`config.mk`:
```
export PLATFORM = sky130hd
export DESIGN_NAME = change_dispenser_flat
export DESIGN_NICKNAME = d
export VERILOG_FILES = /design/src/rtl/change_dispenser_if.sv /design/src/rtl/change_dispenser.sv /design/src/flat_wrapper.sv
export SDC_FILE = /design/constraint.sdc
export NUM_CORES = 1
export LEC_CHECK = 0
export CAP_MARGIN = 10
export CORE_MARGIN = 5
export CORE_UTILIZATION = 56
export CTS_BUF_LIST = sky130_fd_sc_hd__clkbuf_8
export CTS_CLUSTER_SIZE = 10
export DETAILED_ROUTE_END_ITERATION = 7
export PLACE_DENSITY = 0.91
export SKIP_CTS_REPAIR_TIMING = 1
export SYNTH_ARGS = -nofsm -noshare
export SYNTH_HDL_FRONTEND = slang
export SYNTH_SLANG_ARGS = --single-unit
```
`constraint.sdc`:
```
create_clock -name clk -period 2.6 [get_ports clk]
set_clock_uncertainty 0.1 [all_clocks]
set_input_delay 0.52 -clock clk [delete_from_list [all_inputs] [get_ports clk]]
set_output_delay 0.52 -clock clk [all_outputs]
set_load 0.1 [all_outputs]
```
`src/rtl/change_dispenser_if.sv`:
```
// Change-dispenser handshake bundle: change-code intake from the decoder
// plus the hopper eject/ack lines and job status.
interface change_dispenser_if;
   logic       change_valid;
   logic [2:0] change;
   logic       change_ready;
   logic       dime_out;
   logic       nickel_out;
   logic       hopper_ack;
   logic       busy;
   logic       done;
   logic       fault;

   // Driver side (decoder + hopper model)
   modport master (
      output change_valid, change, hopper_ack,
      input  change_ready, dime_out, nickel_out, busy, done, fault
   );

   // Dispenser side
   modport slave (
      input  change_valid, change, hopper_ack,
      output change_ready, dime_out, nickel_out, busy, done, fault
   );
endinterface

```
`src/rtl/change_dispenser.sv`:
```
// change_dispenser: turns a 3-bit change bitmask into timed eject pulses for
// the coin hopper, one coin at a time (dimes first), waiting for the hopper's
// coin-sensed ack per coin. A missing ack aborts the job with a sticky fault.
module change_dispenser #(
   parameter int PULSE_CYC   = 4,
   parameter int GAP_CYC     = 2,
   parameter int ACK_TIMEOUT = 16
) (
   input logic              clk,
   input logic              rst,
   change_dispenser_if.slave bus
);
   localparam int M1      = (PULSE_CYC > GAP_CYC) ? PULSE_CYC : GAP_CYC;
   localparam int CNT_MAX = (M1 > ACK_TIMEOUT) ? M1 : ACK_TIMEOUT;
   localparam int CW      = $clog2(CNT_MAX + 1);

   typedef enum logic [2:0] {
      S_IDLE, S_NEXT, S_PULSE, S_WAIT_ACK, S_GAP, S_FAULT, S_DONE
   } state_t;

   state_t          r_state, w_next;
   logic [CW-1:0]   r_tmr;
   logic [1:0]      r_dime_cnt;
   logic            r_nick_cnt;
   logic            r_sel_dime;
   logic            r_ack_seen;
   logic            r_fault;
   logic            w_xfer;
   logic            w_ack;

   assign w_xfer = (r_state == S_IDLE) && bus.change_valid;
   // An ack seen during the pulse counts the same as one seen while waiting.
   assign w_ack  = bus.hopper_ack || r_ack_seen;

   // State register; reset aborts any job immediately.
   always_ff @(posedge clk or posedge rst) begin
      if (rst) r_state <= S_IDLE;
      else     r_state <= w_next;
   end

   // Next-state logic.
   always_comb begin
      w_next = r_state;
      unique case (r_state)
         S_IDLE:     if (w_xfer) w_next = S_NEXT;
         S_NEXT:     if (r_dime_cnt != 2'd0 || r_nick_cnt) w_next = S_PULSE;
                     else                                   w_next = S_DONE;
         S_PULSE:    if (r_tmr == '0) w_next = S_WAIT_ACK;
         S_WAIT_ACK: if (w_ack)                w_next = S_GAP;
                     else if (r_tmr == '0)     w_next = S_FAULT;
         S_GAP:      if (r_tmr == '0) w_next = S_NEXT;
         S_FAULT:    w_next = S_IDLE;
         S_DONE:     w_next = S_IDLE;
         default:    w_next = S_IDLE;
      endcase
   end

   // Phase timer: reloaded on every state change, counts down to 0 and holds.
   always_ff @(posedge clk or posedge rst) begin
      if (rst) begin
         r_tmr <= '0;
      end else if (w_next != r_state) begin
         unique case (w_next)
            S_PULSE:    r_tmr <= CW'(PULSE_CYC - 1);
            S_WAIT_ACK: r_tmr <= CW'(ACK_TIMEOUT - 1);
            S_GAP:      r_tmr <= CW'(GAP_CYC - 1);
            default:    r_tmr <= '0;
         endcase
      end else if (r_tmr != '0) begin
         r_tmr <= r_tmr - CW'(1);
      end
   end

   // Job bookkeeping: coin counts, selected coin, early-ack latch, fault flag.
   always_ff @(posedge clk or posedge rst) begin
      if (rst) begin
         r_dime_cnt <= 2'd0;
         r_nick_cnt <= 1'b0;
         r_sel_dime <= 1'b0;
         r_ack_seen <= 1'b0;
         r_fault    <= 1'b0;
      end else begin
         if (w_xfer) begin
            r_dime_cnt <= {bus.change[2], 1'b0} + {1'b0, bus.change[1]};
            r_nick_cnt <= bus.change[0];
            r_fault    <= 1'b0;
         end
         if (r_state == S_NEXT && w_next == S_PULSE) begin
            r_sel_dime <= (r_dime_cnt != 2'd0);
            r_ack_seen <= 1'b0;
         end
         if (r_state == S_PULSE && bus.hopper_ack)
            r_ack_seen <= 1'b1;
         // One decrement per coin regardless of how many ack cycles arrived.
         if (r_state == S_WAIT_ACK && w_next == S_GAP) begin
            r_ack_seen <= 1'b0;
            if (r_sel_dime) r_dime_cnt <= r_dime_cnt - 2'd1;
            else            r_nick_cnt <= 1'b0;
         end
         // Set on entry so fault rises together with the FAULT-cycle done.
         if (r_state == S_WAIT_ACK && w_next == S_FAULT)
            r_fault <= 1'b1;
         if (r_state == S_FAULT) begin
            r_dime_cnt <= 2'd0;
            r_nick_cnt <= 1'b0;
         end
      end
   end

   // Moore outputs decoded straight from state so reset drops them at once.
   assign bus.change_ready = (r_state == S_IDLE);
   assign bus.busy         = (r_state != S_IDLE);
   assign bus.done         = (r_state == S_DONE) || (r_state == S_FAULT);
   assign bus.dime_out     = (r_state == S_PULSE) &&  r_sel_dime;
   assign bus.nickel_out   = (r_state == S_PULSE) && !r_sel_dime;
   assign bus.fault        = r_fault;
endmodule

```
`src/flat_wrapper.sv`:
```
// flat-port wrapper written by rule: the top's interface ports become plain ports
module change_dispenser_flat 
#(
   parameter int PULSE_CYC   = 4,
   parameter int GAP_CYC     = 2,
   parameter int ACK_TIMEOUT = 16
)
  (clk, rst, bus_change_valid, bus_change, bus_hopper_ack, bus_change_ready, bus_dime_out, bus_nickel_out, bus_busy, bus_done, bus_fault);
  change_dispenser_if bus_i ();
  input logic clk;
  input logic rst;
  input wire logic [$bits(bus_i.change_valid)-1:0] bus_change_valid;
  input wire logic [$bits(bus_i.change)-1:0] bus_change;
  input wire logic [$bits(bus_i.hopper_ack)-1:0] bus_hopper_ack;
  output wire logic [$bits(bus_i.change_ready)-1:0] bus_change_ready;
  output wire logic [$bits(bus_i.dime_out)-1:0] bus_dime_out;
  output wire logic [$bits(bus_i.nickel_out)-1:0] bus_nickel_out;
  output wire logic [$bits(bus_i.busy)-1:0] bus_busy;
  output wire logic [$bits(bus_i.done)-1:0] bus_done;
  output wire logic [$bits(bus_i.fault)-1:0] bus_fault;
  assign bus_i.change_valid = bus_change_valid;
  assign bus_i.change = bus_change;
  assign bus_i.hopper_ack = bus_hopper_ack;
  assign bus_change_ready = bus_i.change_ready;
  assign bus_dime_out = bus_i.dime_out;
  assign bus_nickel_out = bus_i.nickel_out;
  assign bus_busy = bus_i.busy;
  assign bus_done = bus_i.done;
  assign bus_fault = bus_i.fault;
  change_dispenser #(.PULSE_CYC(PULSE_CYC), .GAP_CYC(GAP_CYC), .ACK_TIMEOUT(ACK_TIMEOUT)) u_core (.clk(clk), .rst(rst), .bus(bus_i));
endmodule
```
==> results of run 1 <==
[final timing paths]
kind | to | slack [ps] | cells past startpoint
worst max-delay path | bus_change_ready | 300 | 3
worst min-delay path | u_core.bus.fault | 420 | 2
worst max register to register | u_core.r_tmr[0] | 430 | 6
max in group asynchronous | u_core.r_dime_cnt[1] | 1520 | 2
worst min register to register | u_core.bus.fault | 420 | 2
min in group asynchronous | u_core.r_tmr[1] | 510 | 2
[cell usage in the layout, fill, tap and decap left out, types with 4 or more instances in the layout]
cell and n:
sky130_fd_sc_hd__inv_1 7, sky130_fd_sc_hd__nand3_1 4, sky130_fd_sc_hd__dfrtp_1 14, sky130_fd_sc_hd__clkdlybuf4s50_1 6, sky130_fd_sc_hd__nand2b_1 4, sky130_fd_sc_hd__nand2_1 9
sky130_fd_sc_hd__o21ai_1 4, sky130_fd_sc_hd__buf_12 5, sky130_fd_sc_hd__nor2_1 9, sky130_fd_sc_hd__nor2b_1 4, sky130_fd_sc_hd__clkbuf_8 4
[metal layers]
| layer | wire (um) | up-vias |
|---|---|---|
| met2 | 1181 | 35 |
| met4 | 49 | 0 |
| met1 | 972 | 423 |
| met5 | 0 | - |
| met3 | 109 | 7 |
| li1 | - | 428 |
[state kept, by name, indices dropped and copies added (netlist names)]
| register | count |
|---|---|
| u_core.bus.fault | 1 |
| u_core.r_ack_seen | 1 |
| u_core.r_dime_cnt | 2 |
| u_core.r_nick_cnt | 1 |
| u_core.r_sel_dime | 1 |
| u_core.r_state | 3 |
| u_core.r_tmr | 5 |
[tightest hold or removal path, stage by stage, from the launching register on]
cell	delay [ps]
sky130_fd_sc_hd__dfrtp_1	360
sky130_fd_sc_hd__nand2_1	60
sky130_fd_sc_hd__o31ai_1	60
[cell type report]
type / count / area (sq um) / area share
multi-input cells: 84 / 575.6 / 0.4752
flip-flops and latches: 14 / 350.3 / 0.2893
repair buffers: 13 / 175.2 / 0.1446
clock buffers: 4 / 55.05 / 0.04545
inverters: 8 / 33.78 / 0.02789
well taps: 17 / 21.27 / 0.01756
[per-stage QoR]
step	setup WS [ps]	hold WS, ps
floorplan	136.5	309.2
global placement	316.8	403.9
detailed placement	264.4	402.6
CTS	311.2	424.7
global route	242.9	455.2
finish	302.1	422.2
[cell families after synthesis]
family,share of synthesized area
fa+ha+maj,0.03827
buf+inv,0.06379
xor+xnor,0.01786
flops,0.3571
compound gates,0.1888
mux,0.04209
simple gates,0.2921
==> impl_summary.md, run 1 <==
STA
The summed negative setup slack over all endpoints is 0 ps. The number of pins exceeding their max-slew limit in the final report is 0. The final number of hold-violating endpoints is 0. For the pin with the worst max-slew slack, the measured transition is 543.3 ps. Subtracting the final worst setup slack from the clock period gives 2298 ps. The portion of the clock cycle consumed by the worst path in the final layout is 0.8838. Setup violations remaining at the end of the flow were counted as 0. The remaining max-slew budget at the tightest pin is 0.6374. Setup repair after global routing left no endpoint under its margin. The highest clock frequency the design can meet is ~440 MHz.

Setup path
The dominant delay contributor by cell family on the critical path is simple AND/OR/NAND/NOR gates. For this run, the slowest stage of the critical path takes 600 ps. The required time at the worst-slack endpoint is 1980 ps.

The slowest stage of the critical path belongs to the cell sky130_fd_sc_hd__or3_2. Along the worst path, the maximum fanout reaches 17. The startpoint of the lowest-slack register-to-register path is u_core.r_tmr[0].

STA puts the critical path data arrival time at 1680 ps. The most critical setup path has its startpoint at u_core.r_state[0]. The critical path goes through or3_2, clkinvlp_4, buf_12. The worst setup path is of the flip-flop to primary output kind. The worst setup path is captured at a primary output. The buffering stage count on the worst path with inverters included is 2. The launching element type of the critical path is a flip-flop.

CTS
The clock drives 14 sinks. The cell at the root of the clock tree is sky130_fd_sc_hd__clkbuf_8. The number of levels in the clock H-tree is 1. TritonCTS built the clock tree. The clock buffer count from CTS is 3. The clock passes through at most 2 buffers. Clock-pin slew was measured on the worst setup and hold paths at 60 ps. The worst-skew pair later-pin latency is approximately 250 ps.

GRT
The first global-routing pass estimated 4140 um of wire. The number of global-route vias before repair is 877. The met2 track demand over resource is 0.3264.

Entering global routing, the biggest net connects 20 pins. In the global route stage, met1 resource usage came out at 0.2712. The global routing met3 resource utilization is 0.02865. Across every metal layer, demand over resource in global routing totals 0.2053. The most used routing layer in global routing is met2. The initial antenna violation count was 0. The leftover overflow at the end of global routing is 0.

Logic synthesis
The Yosys warning count is 0. A synthesized cell averages 8.681 sq um. The cell area after synthesis is 980.9 sq um. By area the synthesized netlist is led by sky130_fd_sc_hd__dfrtp_1 (36%), sky130_fd_sc_hd__ha_1 (3.8%), sky130_fd_sc_hd__nor2_1 (3.8%). The biggest area contributor in the post-synthesis netlist is sky130_fd_sc_hd__dfrtp_1. After synthesis, the share of flip-flops with an asynchronous set or reset is 1.000.

Yosys mapped a number of flops with a built-in enable equal to 0. Counting flops and latches in the post-synthesis netlist gives 14. The synthesized netlist net count is approximately 120. The cell with the most instances after synthesis is sky130_fd_sc_hd__dfrtp_1. After technology mapping, the gate count stands at 113. The most used flip-flop cell after synthesis is sky130_fd_sc_hd__dfrtp_1. Synthesis instantiated 41 different standard cells from the library.

The area share of the leading cell type in the synthesized netlist is 0.3571. By count the netlist is led by sky130_fd_sc_hd__dfrtp_1 (14), sky130_fd_sc_hd__nor2_1 (10), sky130_fd_sc_hd__nand2_1 (9). The fraction of the yosys area taken by sequential cells is 0.3571.

Finish
The filler cell count in the final layout is 128. The number of antenna repair diodes is 0. The cell area after layout is 0.001211 sq mm.

The number of standard cells in the layout, taps in and fillers out is 140. At the end of the flow the core is filled with cells to 0.7170. The total number of nets in the final design is 134. Relative to the synthesized area, the layout overhead comes to 23.47%. The share of layout cells above drive strength 1 is 0.1707.

Placement
The HPWL after detailed placement is 1612 um. The last weighted congestion value of the routability-driven placer is ~0.83. The area after detailed placement is roughly 0.0012 sq mm. In this run, placement finished with an instance count of 136.

The number of buffers inserted by port buffering is 12.

Routing
The residual antenna-violating net count after detailed routing is 0. For this run, the detailed router's first-pass iteration total came to 4. The via-per-instance ratio is around 6.4. The detailed router finished its first iteration with 36 violations. In the final routed layout, each cell accounts on average for 16.51 um.

After detailed routing, the number of remaining DRC violations is 0. The final route contains 893 vias. After detailed routing, the total wire length is 2312 um.

Min path
The start point of the worst min-delay path is u_core.bus.fault. The path class of the tightest hold or removal check is flip-flop to flip-flop.

Floorplanning
The placeable core region is between 0.0015 and 0.002 sq mm. The die footprint is around 0.0027 sq mm. The width of the die is 51.86 um. The vertical die dimension is between 50 and 60 um. The count of boundary I/O pins is 13.

The effective utilization at floorplan is 0.5807. The number of core rows is 15.

Run status
The flow ran to the end, and the final reports show no timing, DRC or antenna violations.

Job
The total of max-cap violations is 0.
Power of run 1 is left out: the tool's default activity adds up to more than one toggle a clock period on the data nets, which glitch-free logic cannot reach.
==> run 2: changes to the inputs <==
SETUP_SLACK_MARGIN = 0.3   (was default)
==> impl_summary.md, run 2 (synthesis gave the netlist of run 1 again) <==
Routing
The number of iterations in the first detailed-routing pass is 4. Dividing the detail-routed wire length by the instance count gives 17.41 um. The routed design has 2438 um of wire. After the first detailed-routing iteration, the DRC count stood at 48.

The detailed router placed 903 vias in this run. The residual antenna-violating net count after detailed routing is 0. The via-per-instance ratio is 6.450. For this run, design rule violations remaining after detail routing come to 0.

Setup path
The worst setup path is captured at a primary output. The highest fanout seen on the critical path is 17. The launching element type of the critical path is a flip-flop.

Traced cell by cell, the critical path runs through or3_2, clkinvlp_4, buf_12. The endpoint arrival time on the critical path is 1630 ps. The buffering stage count on the worst path with inverters included is 2.

The kind of critical path is flip-flop to primary output. The slowest stage of the critical path is the sky130_fd_sc_hd__dfrtp_1 cell. The delay of the slowest critical-path stage is 550 ps. Data on the critical path is required at its endpoint by 1980 ps. The dominant delay contributor by cell family on the critical path is flip-flops.

Floorplanning
During I/O placement, the number of pins put on the boundary was 13. The width of the die is 51.86 um. The total area inside the core boundary comes to 0.001689 sq mm. The die covers between 0.002 and 0.003 sq mm. The number of core rows is 15. The effective utilization at floorplan is 0.5807.

Measured along the y axis, the die boundary spans 51.86 um.

Placement
Once detailed placement completed, the half-perimeter wirelength came to about 1800 um. Buffers placed on the I/O ports in this run total 12. The congestion estimate from routability-driven global placement came to 0.8902.

STA
The summed negative setup slack over all endpoints is 0 ps. For the pin with the worst max-slew slack, the measured transition is 561.8 ps. The minimum clock period after layout is 2255 ps.

Setup violations remaining at the end of the flow were counted as 0. Setup repair after global routing left no endpoint under its margin. Headroom to the max-slew limit came out at 0.6251. The final number of hold-violating endpoints is 0.

The highest clock frequency the design can meet is between 400 and 500 MHz. Of the available clock period, the critical path in the final layout requires 0.8671. The number of pins exceeding their max-slew limit in the final report is 0.

CTS
The buffer levels on the longest clock path is 2. In this run, CTS created clock tree buffers numbering 3. Clock-pin slew was measured on the worst setup and hold paths at 60 ps. CTS placed an instance of sky130_fd_sc_hd__clkbuf_8 at the clock tree root. The CTS tree is done. The clock sink total is 14. The later pin in the worst-skew pair is clocked with a latency of 250 ps. CTS built an H-tree with a depth of 1.

GRT
The largest net degree at the start of global routing is 18. The first global-routing pass estimated between 4000 and 5000 um of wire. The initial antenna violation count was 0. Global routing finished with a remaining overflow of 0.

The number of global-route vias before repair is 914. The aggregate global-route resource usage is 0.2187.

Finish
The share of layout cells above drive strength 1 is 0.1870. After the last flow step, the layout net total stands at 134. Relative to the synthesized area, the layout overhead comes to 24.23%. The number of antenna diodes in the final layout is 0. Leaving out fill and tap cells, the most frequent cell in the layout is sky130_fd_sc_hd__dfrtp_1. In the layout the commonest cells are sky130_fd_sc_hd__dfrtp_1 (12), sky130_fd_sc_hd__nand2_1 (9), sky130_fd_sc_hd__nor2_1 (9). The largest registers in the layout are u_core.r_tmr x5, u_core.r_state x3, u_core.r_dime_cnt x2. The number of flip-flops under the largest register name is 5. The most flop-heavy register is u_core.r_tmr.

Run status
The flow ran to the end, and the final reports show no timing, DRC or antenna violations.

Min path
The path class of the tightest hold or removal check is flip-flop to flip-flop.

Job
Max-cap violations in this run came to 0.
run 2: cell count changes in the layout (fill, tap and decap cells not counted):
cell	delta
sky130_fd_sc_hd__nor2_4	+1
sky130_fd_sc_hd__nor2_2	-1
sky130_fd_sc_hd__dfrtp_1	-2
sky130_fd_sc_hd__dfrtp_2	+2
run 2: final timing paths:
| kind | from | end | slack (ps) | cells past startpoint |
|---|---|---|---|---|
| max | u_core.r_state[1] | bus_change_ready | 350 | 3 |
| min | u_core.bus.fault | u_core.bus.fault | 400 | 2 |
| max reg2reg | u_core.r_tmr[0] | u_core.r_tmr[1] | 430 | 5 |
| min reg2reg | u_core.bus.fault | u_core.bus.fault | 400 | 2 |
| max in group asynchronous | rst | u_core.r_state[2] | 1480 | 2 |
| min in group asynchronous | rst | u_core.r_tmr[0] | 520 | 2 |
run 2: stage by stage:
step / cells / instance area [sq um] / worst slack (ps) / util / hold WS [ps]
2_1_floorplan: 113 / 997.2 / 136.5 / - / 309.2
3_3_place_gp: 136 / 1161 / 318.2 / 0.6874 / 395.4
3_5_place_dp: 136 / 1161 / 250.4 / 0.6874 / 380.4
4_1_cts: 140 / 1216 / 300.5 / 0.7200 / 408.1
5_1_grt: 140 / 1219 / 313.2 / 0.7215 / 468.9
6_report: 140 / 1219 / 345.4 / 0.7215 / 402.2
run 2: layer usage:
| metal | global-route usage | part of all wire |
|---|---|---|
| met5 | 0 | 0 |
| met4 | 0.08734 | 0.022 |
| met3 | 0.03725 | 0.052 |
| met2 | 0.3745 | 0.53 |
| met1 | 0.2694 | 0.40 |
run 2: final cells by class:
type                            instances  area [sq um]
Timing Repair Buffer                   13         175.2
Tap cell                               17         21.27
Multi-Input combinational cell         84         580.6
Clock buffer                            4         55.05
Fill cell                             111         470.5
Inverter                                8         33.78
Sequential cell                        14         352.8
run 2: worst reg2reg max path, stage by stage (launching register included):
cell,delay [ps]
sky130_fd_sc_hd__dfrtp_1,450
sky130_fd_sc_hd__inv_1,120
sky130_fd_sc_hd__ha_1,190
sky130_fd_sc_hd__or4b_1,670
sky130_fd_sc_hd__a221o_1,440
sky130_fd_sc_hd__o22ai_2,120
Power of run 2 is left out for the same reason.
==> run 3: changes to the inputs <==
CORE_UTILIZATION = 49   (was 56)
PLACE_DENSITY = 0.82   (was 0.91)
==> impl_summary.md, run 3 (synthesis gave the netlist of run 1 again) <==
CTS
The clock sink total is 14. Clock-pin slew was measured on the worst setup and hold paths at 60 ps. The cell at the root of the clock tree is sky130_fd_sc_hd__clkbuf_8.

Clock tree synthesis inserted a total of 3 buffers. The worst-skew pair later-pin latency is 250 ps. The buffer levels on the longest clock path is 2. TritonCTS built the clock tree.

CTS built an H-tree with a depth of 1.

Routing
The first routing iteration left 26 violations. After detailed routing, the average wire length per cell comes to 14.46 um. In the routed design, unresolved DRC markers number 0. In the detailed route, the total length drawn on met2 is 1075 um.

For this block, wires on met1 add up to approximately 930 um. The via-per-instance ratio is ~6.0. The number of vias after detailed routing is between 900 and 1,000. The total wire length is 2169 um. The number of iterations in the first detailed-routing pass is 4. The routed wire length on met3 is 117 um.

The top layer reached by signal wires is met4. The count of nets left with antenna violations once routing finished came out at 0.

STA
In this run the tightest slew margin relative to its limit is 0.6398. The portion of the clock cycle consumed by the worst path in the final layout is 0.8528. The final worst hold slack is 403.2 ps. The least setup slack across all paths after layout is 382.7 ps. For the finished layout, the period the worst path requires is 2217 ps.

The final number of hold-violating endpoints is 0. At the pin with the least slew margin, the transition time is 539.7 ps. Setup repair after global routing left no endpoint under its margin. The summed negative setup slack over all endpoints is 0 ps. The number of pins exceeding their max-slew limit in the final report is 0. The highest clock frequency the design can meet is 451.0 MHz.

The final number of setup-violating endpoints is 0.

Finish
The largest registers in the layout are u_core.r_tmr x5, u_core.r_state x3, u_core.r_dime_cnt x2. The total number of nets in the final design is around 130. The final core utilization is 0.6340. The layout overhead on the synthesized area is 25.51%. The most flop-heavy register is u_core.r_tmr. The most common cell after layout, fill and taps aside is sky130_fd_sc_hd__dfrtp_1. The register with the most flip-flops in the layout has 5 of them. The share of layout cells above drive strength 1 is 0.1870. The multi-input combinational cells in the finished layout cover a total of 580.6 sq um.

The repair_antennas step left the layout with diodes totalling 0. The register cell area after layout is 352.8 sq um. The filler cell count in the final layout is 170. The library cells used most frequently in the layout, excluding fill and tap cells, are sky130_fd_sc_hd__dfrtp_1 (12), sky130_fd_sc_hd__nand2_1 (9), sky130_fd_sc_hd__nor2_1 (9).

Floorplanning
The number of core rows is 16. The effective utilization at floorplan is 0.5052. The floorplan step defined a die boundary enclosing 0.002996 sq mm. In this run the horizontal extent of the chip is roughly 55 um. The vertical die dimension is 54.74 um.

The count of boundary I/O pins is 13. The total area inside the core boundary comes to 0.001942 sq mm.

Setup path
The highest fanout seen on the critical path is 17. STA classifies the critical path startpoint as a flip-flop. The required time at the worst-slack endpoint is 1980 ps. The kind of critical path is flip-flop to primary output.

In this run the critical register-to-register path is launched from u_core.r_tmr[0]. The critical path capture point type is a primary output. For the worst setup path, the data arrival time is 1600 ps. The critical path starts at u_core.r_state[0].

GRT
The aggregate global-route resource usage is 0.1767. After global routing the overflow that remains totals 0. The number of global-route vias before repair was 819. The first-pass GRT wire length is 3712 um. The initial antenna violation count is 0.

The largest net degree at the start of global routing is 18.

Min path
The start point of the worst min-delay path is u_core.bus.fault. The worst min-delay path category is flip-flop to flip-flop.

Placement
In this run the tool buffered the top-level ports with 12 buffer cells. The last weighted congestion value of the routability-driven placer is 0.8907. The HPWL after detailed placement is about 1600 um. The worst slack at placement is between 200 and 300 ps.

Run status
The run finished with clean final reports.

Job
The total of max-cap violations is 0.
[run 3: cell counts in the layout (fill, tap and decap cells not counted)]
No cell type changed its count.
[run 3: worst max-delay path, stage by stage (launching register included)]
cell,delay [ps]
sky130_fd_sc_hd__dfrtp_2,500
sky130_fd_sc_hd__or3_2,570
sky130_fd_sc_hd__clkinvlp_4,110
sky130_fd_sc_hd__buf_12,160
[run 3: per-stage QoR]
stage | cells | instance area, sq um
4_1_cts | 150 | 1229
5_1_grt | 150 | 1231
3_3_place_gp | 146 | 1174
6_report | 150 | 1231
2_1_floorplan | 113 | 997.2
3_5_place_dp | 146 | 1174
[run 3: path summary, 6_finish.rpt]
kind	end	slack, ps	cells after the start
setup / recovery	bus_change_ready	380	3
hold / removal	u_core.bus.fault	400	2
setup reg to reg	u_core.r_tmr[0]	490	6
hold reg to reg	u_core.bus.fault	400	2
max in group asynchronous	u_core.r_state[0]	1500	2
min in group asynchronous	u_core.r_dime_cnt[1]	510	2
[run 3: cell type report]
class                           instances  share of cell area
Inverter                                8             0.02744
Timing Repair Buffer                   13              0.1423
Sequential cell                        14              0.2866
Clock buffer                            4             0.04472
Tap cell                               27             0.02744
Multi-Input combinational cell         84              0.4715
[run 3: routing by layer]
metal  track usage  vias to the layer above
met4       0.08714                        0
met3       0.03270                        6
li1              -                      424
met2        0.2953                       29
met5             0                        -
met1        0.2143                      442
Power of run 3 is left out for the same reason.
